**src/rtl/axis_pkt_gen.sv**
```systemverilog
`default_nettype none
// ============================================================================
//  Module      : axis_pkt_gen
//  Description : AXI4-Stream packet generator. Emits a programmed number of
//                packets of a programmed byte length with an index or LFSR
//                data pattern, a correct final-beat tkeep and a configurable
//                inter-packet gap. Honours tready backpressure.
//  Revision    : 1.0 - initial release
// ============================================================================
module axis_pkt_gen #(
    parameter int TDATA_WIDTH = 64,
    parameter int TDATA_BYTES = 8
) (
    input  logic                   s_axis_aclk,
    input  logic                   rst,
    input  logic                   start,
    input  logic [15:0]            pkt_bytes,
    input  logic [7:0]             num_pkts,
    input  logic                   pattern_sel,
    input  logic [7:0]             gap_cycles,
    output logic [TDATA_WIDTH-1:0] m_axis_tdata,
    output logic [TDATA_BYTES-1:0] m_axis_tkeep,
    output logic                   m_axis_tlast,
    output logic                   m_axis_tvalid,
    input  logic                   m_axis_tready,
    output logic                   busy,
    output logic                   done,
    output logic [15:0]            pkts_sent
);

    localparam int          LOG2_BYTES = $clog2(TDATA_BYTES);
    localparam int          HALF_WIDTH = TDATA_WIDTH / 2;
    localparam logic [31:0] LFSR_SEED  = 32'hACE1_0001;
    localparam logic [31:0] LFSR_MASK  = 32'h8020_0003;

    typedef enum logic [1:0] {
        ST_IDLE = 2'd0,
        ST_SEND = 2'd1,
        ST_GAP  = 2'd2,
        ST_FIN  = 2'd3
    } state_t;

    state_t                   state_q;
    logic [15:0]              last_beat_q;   // index of the final beat (B-1)
    logic [TDATA_BYTES-1:0]   last_keep_q;   // tkeep of the final beat
    logic [7:0]               num_q;
    logic                     pat_q;
    logic [7:0]               gap_q;
    logic [15:0]              beat_q;
    logic [7:0]               pkt_q;
    logic [7:0]               gap_cnt_q;
    logic [31:0]              lfsr_q;
    logic [15:0]              pkts_sent_q;
    logic [TDATA_WIDTH-1:0]   tdata_q;
    logic [TDATA_BYTES-1:0]   tkeep_q;
    logic                     tlast_q;
    logic                     tvalid_q;
    logic                     busy_q;
    logic                     done_q;

    logic                     handshake;
    logic [LOG2_BYTES-1:0]    rem;
    logic [15:0]              last_beat_d;
    logic [TDATA_BYTES-1:0]   last_keep_d;
    logic                     pat_d;
    logic [15:0]              beat_d;
    logic [7:0]               pkt_d;
    logic [31:0]              lfsr_d;
    logic [TDATA_WIDTH-1:0]   tdata_d;
    logic [TDATA_BYTES-1:0]   tkeep_d;
    logic                     tlast_d;

    // Next beat contents: whatever beat would be presented after this edge.
    // In IDLE the live config inputs are used so the first beat can load on
    // the same edge that latches the config.
    always_comb begin
        handshake   = tvalid_q && m_axis_tready;
        rem         = pkt_bytes[LOG2_BYTES-1:0];
        last_beat_d = last_beat_q;
        last_keep_d = last_keep_q;
        pat_d       = pat_q;
        if (state_q == ST_IDLE) begin
            // floor((bytes-1)/N) == ceil(bytes/N)-1 without a 17-bit sum
            last_beat_d = (pkt_bytes - 16'd1) >> LOG2_BYTES;
            pat_d       = pattern_sel;
            for (int i = 0; i < TDATA_BYTES; i++) begin
                last_keep_d[i] = (rem == '0) || (LOG2_BYTES'(i) < rem);
            end
        end

        beat_d = 16'd0;
        if (state_q == ST_SEND && handshake && !tlast_q) begin
            beat_d = beat_q + 16'd1;
        end

        pkt_d = pkt_q;
        if (state_q == ST_IDLE) begin
            pkt_d = 8'd0;
        end else if (state_q == ST_SEND && handshake && tlast_q) begin
            pkt_d = pkt_q + 8'd1;
        end

        // Galois step only on a completed beat
        lfsr_d = lfsr_q;
        if (state_q == ST_SEND && handshake) begin
            lfsr_d = (lfsr_q >> 1) ^ (lfsr_q[0] ? LFSR_MASK : 32'd0);
        end

        tlast_d = (beat_d == last_beat_d);
        tkeep_d = tlast_d ? last_keep_d : '1;
        if (pat_d) begin
            tdata_d = {(TDATA_WIDTH/32){lfsr_d}};
        end else begin
            tdata_d = {HALF_WIDTH'(pkt_d), HALF_WIDTH'(beat_d)};
        end
        for (int i = 0; i < TDATA_BYTES; i++) begin
            if (!tkeep_d[i]) begin
                tdata_d[8*i +: 8] = 8'h00;
            end
        end
    end

    // Run sequencer with registered stream and status outputs.
    always_ff @(posedge s_axis_aclk) begin
        if (rst) begin
            state_q     <= ST_IDLE;
            last_beat_q <= 16'd0;
            last_keep_q <= '0;
            num_q       <= 8'd0;
            pat_q       <= 1'b0;
            gap_q       <= 8'd0;
            beat_q      <= 16'd0;
            pkt_q       <= 8'd0;
            gap_cnt_q   <= 8'd0;
            lfsr_q      <= LFSR_SEED;
            pkts_sent_q <= 16'd0;
            tdata_q     <= '0;
            tkeep_q     <= '0;
            tlast_q     <= 1'b0;
            tvalid_q    <= 1'b0;
            busy_q      <= 1'b0;
            done_q      <= 1'b0;
        end else begin
            case (state_q)
                ST_IDLE: begin
                    if (start) begin
                        last_beat_q <= last_beat_d;
                        last_keep_q <= last_keep_d;
                        num_q       <= num_pkts;
                        pat_q       <= pattern_sel;
                        gap_q       <= gap_cycles;
                        if (pkt_bytes == 16'd0 || num_pkts == 8'd0) begin
                            state_q <= ST_FIN;
                            done_q  <= 1'b1;
                        end else begin
                            state_q  <= ST_SEND;
                            busy_q   <= 1'b1;
                            pkt_q    <= pkt_d;
                            beat_q   <= beat_d;
                            tdata_q  <= tdata_d;
                            tkeep_q  <= tkeep_d;
                            tlast_q  <= tlast_d;
                            tvalid_q <= 1'b1;
                        end
                    end
                end
                ST_SEND: begin
                    if (handshake) begin
                        lfsr_q <= lfsr_d;
                        if (tlast_q) begin
                            pkts_sent_q <= pkts_sent_q + 16'd1;
                            pkt_q       <= pkt_d;
                            if (pkt_q == num_q - 8'd1) begin
                                state_q  <= ST_FIN;
                                busy_q   <= 1'b0;
                                done_q   <= 1'b1;
                                tvalid_q <= 1'b0;
                                tlast_q  <= 1'b0;
                                tkeep_q  <= '0;
                                tdata_q  <= '0;
                            end else if (gap_q == 8'd0) begin
                                // back-to-back packets: tvalid stays high
                                beat_q  <= beat_d;
                                tdata_q <= tdata_d;
                                tkeep_q <= tkeep_d;
                                tlast_q <= tlast_d;
                            end else begin
                                state_q   <= ST_GAP;
                                gap_cnt_q <= gap_q;
                                tvalid_q  <= 1'b0;
                                tlast_q   <= 1'b0;
                                tkeep_q   <= '0;
                                tdata_q   <= '0;
                            end
                        end else begin
                            beat_q  <= beat_d;
                            tdata_q <= tdata_d;
                            tkeep_q <= tkeep_d;
                            tlast_q <= tlast_d;
                        end
                    end
                end
                ST_GAP: begin
                    if (gap_cnt_q == 8'd1) begin
                        state_q  <= ST_SEND;
                        beat_q   <= beat_d;
                        tdata_q  <= tdata_d;
                        tkeep_q  <= tkeep_d;
                        tlast_q  <= tlast_d;
                        tvalid_q <= 1'b1;
                    end else begin
                        gap_cnt_q <= gap_cnt_q - 8'd1;
                    end
                end
                ST_FIN: begin
                    done_q  <= 1'b0;
                    state_q <= ST_IDLE;
                end
                default: begin
                    state_q <= ST_IDLE;
                end
            endcase
        end
    end

    assign m_axis_tdata  = tdata_q;
    assign m_axis_tkeep  = tkeep_q;
    assign m_axis_tlast  = tlast_q;
    assign m_axis_tvalid = tvalid_q;
    assign busy          = busy_q;
    assign done          = done_q;
    assign pkts_sent     = pkts_sent_q;

endmodule
`default_nettype wire

```
**config.mk**
```make
export PLATFORM = sky130hd
export DESIGN_NAME = axis_pkt_gen
export DESIGN_NICKNAME = d
export VERILOG_FILES = /design/src/rtl/axis_pkt_gen.sv
export SDC_FILE = /design/constraint.sdc
export NUM_CORES = 1
export LEC_CHECK = 0
export ABC_AREA = 1
export BUFFER_PORTS_ARGS = -buffer_cell sky130_fd_sc_hd__buf_2
export CORE_UTILIZATION = 60
export CTS_CLUSTER_SIZE = 20
export DETAILED_ROUTE_END_ITERATION = 16
export GPL_ROUTABILITY_DRIVEN = 0
export PLACE_DENSITY = 0.82
export SYNTH_ARGS = -nofsm -noshare
export SYNTH_HDL_FRONTEND = slang
export SYNTH_SLANG_ARGS = --single-unit
export TNS_END_PERCENT = 5
```
**constraint.sdc**
```tcl
create_clock -name s_axis_aclk -period 6.65 [get_ports s_axis_aclk]
set_input_delay 1.33 -clock s_axis_aclk [delete_from_list [all_inputs] [get_ports s_axis_aclk]]
set_output_delay 1.33 -clock s_axis_aclk [all_outputs]
set_load 0.02 [all_outputs]
```
==> impl_results.md <==
* Met2 usage in global routing at 53.50%
* Largest net degree at the start of global routing at 109
* Worst clock skew at 0.01413 ns
* Startpoint types: input pin
* Pre-Repair DR Iteration Count at 5
* Antenna-violating nets left at 0
* Crit path buf inv count at 2
* Clock sinks at 199
* Most numerous cell in the Yosys netlist: nand2_1
* Slowest stage delay, CP at 0.90 ns
* Grt ovf at 0
* Die W at 130.4 µm
* P_leak at 0.005135 µW
* H-tree levels at 4
* Max cap viols at 0
* Iteration-0 DRC Markers at 911
* VDD IR-drop max at 0.2580 mV
* Critical-path maximum fanout at 38
* Final hold violation count at 0
* Layout cell share with drive strength beyond 1 at 13.07%
* CP Cell Sequence: buf_2 > nand2_1 > inv_1 > nand2_2 > nor2_2 > nand3_1 > nand3_1 > nand2_1 > nor2_1 > nand3_1 > nor2_1 > nand3_1 > nand3_1 > a21oi_1
* Port bufs at 128
* Post-route clock period utilization at 68.26%
* Layer with the highest usage: met2
* Syn_nets at 1488
* Max Clk Rate at 220.3 MHz
* Root Driver: clkbuf_16
* Met1 Use GR at 38.68%
* Cell Area, Synth at 9896 µm²
* Ys flop type: dfxtp_1
* Area occupied by multi-input gates at 5075 µm²
* Core area at 16000 µm²
* Finish-stage setup viols at 0
* Number of fill cells at 1392
* IO Pins at 129
* Max Slew Vio Count at 0
* Unrepaired setup endpoints after global routing: false
* Area Overhead vs Synth at 13.29%
* Worst path slowest cell: nor2_2
* CTS buffer count at 17
* Vias per Instance at 5.611
* Routed wire length at 26030 µm
* Rows at 46
* Grt met3 use at 5.741%
* Average size of a mapped cell at 6.848 µm²
* Setup TNS at 0 ns
* Worst slew pin tran at 1.124 ns
* Critical Path Sink Type: flop
* Final nets at 1583
* Top post-synthesis cells by count: 317 x nand2_1, 199 x dfxtp_1, 176 x nor2_1
* Delay-heaviest family, CP: simple AND/OR/NAND/NOR gates
* Total GRT Usage at 31.07%
* Die height at 130.4 µm
* Headroom to the max-slew limit at 25.06%
* Drt drc at 0
* CTS resizes at 0
* DP Wirelength at 18190 µm
* Vias after detailed routing at 9925
* Crit Path Class: input pin to flop
* Required @ worst endpoint at 6.91 ns
* Sequential share of the synthesized area at 40.26%
* Hold Path Class: flop to flop
* Dpl ws at 1.811 ns
* Postcts setup bufs at 0
* Starting Density at 61.85%
* Synth warn at 0
* Async SR Flop Fraction at 0%
* Setup WS post-layout at 2.111 ns
* DIE AREA at 17010 µm²
* Flops & latches, synth at 199
* Hold_buf cts at 0
* Status: complete, no violations
* Cell taking the most area after synthesis: dfxtp_1
* Top cells by area, synth: dfxtp_1 40%, nand2_1 12%, a21oi_1 7.9%
* Clock transition at path regs at 0.07 ns
* Yosys top cell area share at 40.26%
* First-pass GRT wire length at 41880 µm
* Number of synthesized flops with an enable pin at 0
* Fin crit period at 4.539 ns
* Antenna violations before repair at 0
* Most used cell, CP: nand3_1
* Mapped Cells at 1445
* Skew-Pair Late Insertion Delay at 0.44 ns
* Synth unique cells at 43
* Critical path arrival at 4.80 ns
* TritonCTS clock tree: yes
* CTS Buffer Depth at 2
* Routed WL per cell at 14.71 µm
* Reg area at 3984 µm²
* Pwr dens at 288.6 nW/µm²
* Diodes inserted at 0
* Vias in the first global route at 8921
-- metal layers --
layer	share of wire [%]	vias up
met5	0	-
met4	2.7	0
met3	6.9	54
met2	48	373
met1	42	4577
li1	-	4921
-- cell usage in the layout, fill, tap and decap left out, types with 2 or more instances in the layout --
cell type	synthesis	layout
o21ai_0	94	94
nand3_1	128	128
o21bai_1	9	9
mux2i_1	26	26
nand2_1	317	317
xor2_1	10	10
clkbuf_1	45	3
clkbuf_8	0	5
dfxtp_1	199	199
nand3_2	2	2
nor3_1	21	21
inv_6	0	2
clkinv_1	3	3
nand4_4	6	6
clkinv_4	0	2
a21oi_1	156	156
clkbuf_16	0	17
nor4_1	5	5
nand3b_1	5	5
nand4_1	20	20
and2_1	2	2
inv_1	146	146
buf_2	7	127
or2_2	8	8
xnor2_1	6	6
o211ai_1	2	2
inv_2	6	6
nor2_1	176	176
nor2_4	6	7
o21ai_1	4	4
nor2_2	4	3
a211oi_1	5	5
buf_4	4	10
o22ai_1	2	2
ha_1	6	6
-- cells by family (layout without fill, tap and decap cells) --
group | Yosys count | in the layout | synth area share, %
xor gates and xnor gates | 16 | 16 | 1.416
and+or+nand+nor | 706 | 706 | 31.89
adders and majority gates | 6 | 6 | 0.7586
AOI/OAI and AO/OA | 276 | 276 | 14.54
buffers and inverters | 216 | 324 | 8.509
muxes | 26 | 26 | 2.630
DFF | 199 | 199 | 40.26
-- area by class of cell --
class,count,area share [%]
repair buffers,137,6.339
clock inverters,7,0.7478
well taps,216,2.411
clock buffers,25,4.509
inverters,155,5.190
multi-input cells,1030,45.27
flip-flops and latches,199,35.54
-- sequential cells by signal (all words and copies together), names as in the netlist, 2 cells and up --
name	flops
lfsr_q	32
gap_q	8
m_axis_tdata	64
m_axis_tkeep	8
pkts_sent	16
last_keep_q	8
beat_q	16
last_beat_q	16
gap_cnt_q	8
state_q	2
num_q	8
pkt_q	8
-- power by group --
| group | switching, µW | internal [µW] | total (µW) |
|---|---|---|---|
| logic | 594 | 248 | 842 |
| registers | 68.3 | 1290 | 1360 |
| clock network | 458 | 574 | 1030 |
-- worst min-delay path, stage by stage, from the launching register on --
cell     delay (ns)
dfxtp_1        0.30
inv_1          0.06
nor3_1         0.05
-- final timing paths --
path	start	endpoint	slack (ns)	cells after the start
setup / recovery	m_axis_tready	m_axis_tdata[41]	2.11	14
hold / removal	last_beat_q[14]	last_beat_q[14]	0.45	2
setup reg to reg	state_q[0]	m_axis_tdata[41]	2.59	13
hold reg to reg	last_beat_q[14]	last_beat_q[14]	0.45	2
-- metrics by stage --
stage	hold slack, ns	cell area [µm²]	total power, µW	instances	utilization, %
2_1_floorplan	0.4246	9896	2002	1445	-
3_3_place_gp	0.4333	10620	2191	1737	66.38
3_5_place_dp	0.4356	10620	2211	1737	66.38
4_1_cts	0.4463	11210	3226	1769	70.07
5_1_grt	0.4689	11210	3397	1769	70.07
6_report	0.4466	11210	3235	1769	70.07
Note: power is estimated with default switching activity, not from simulation.
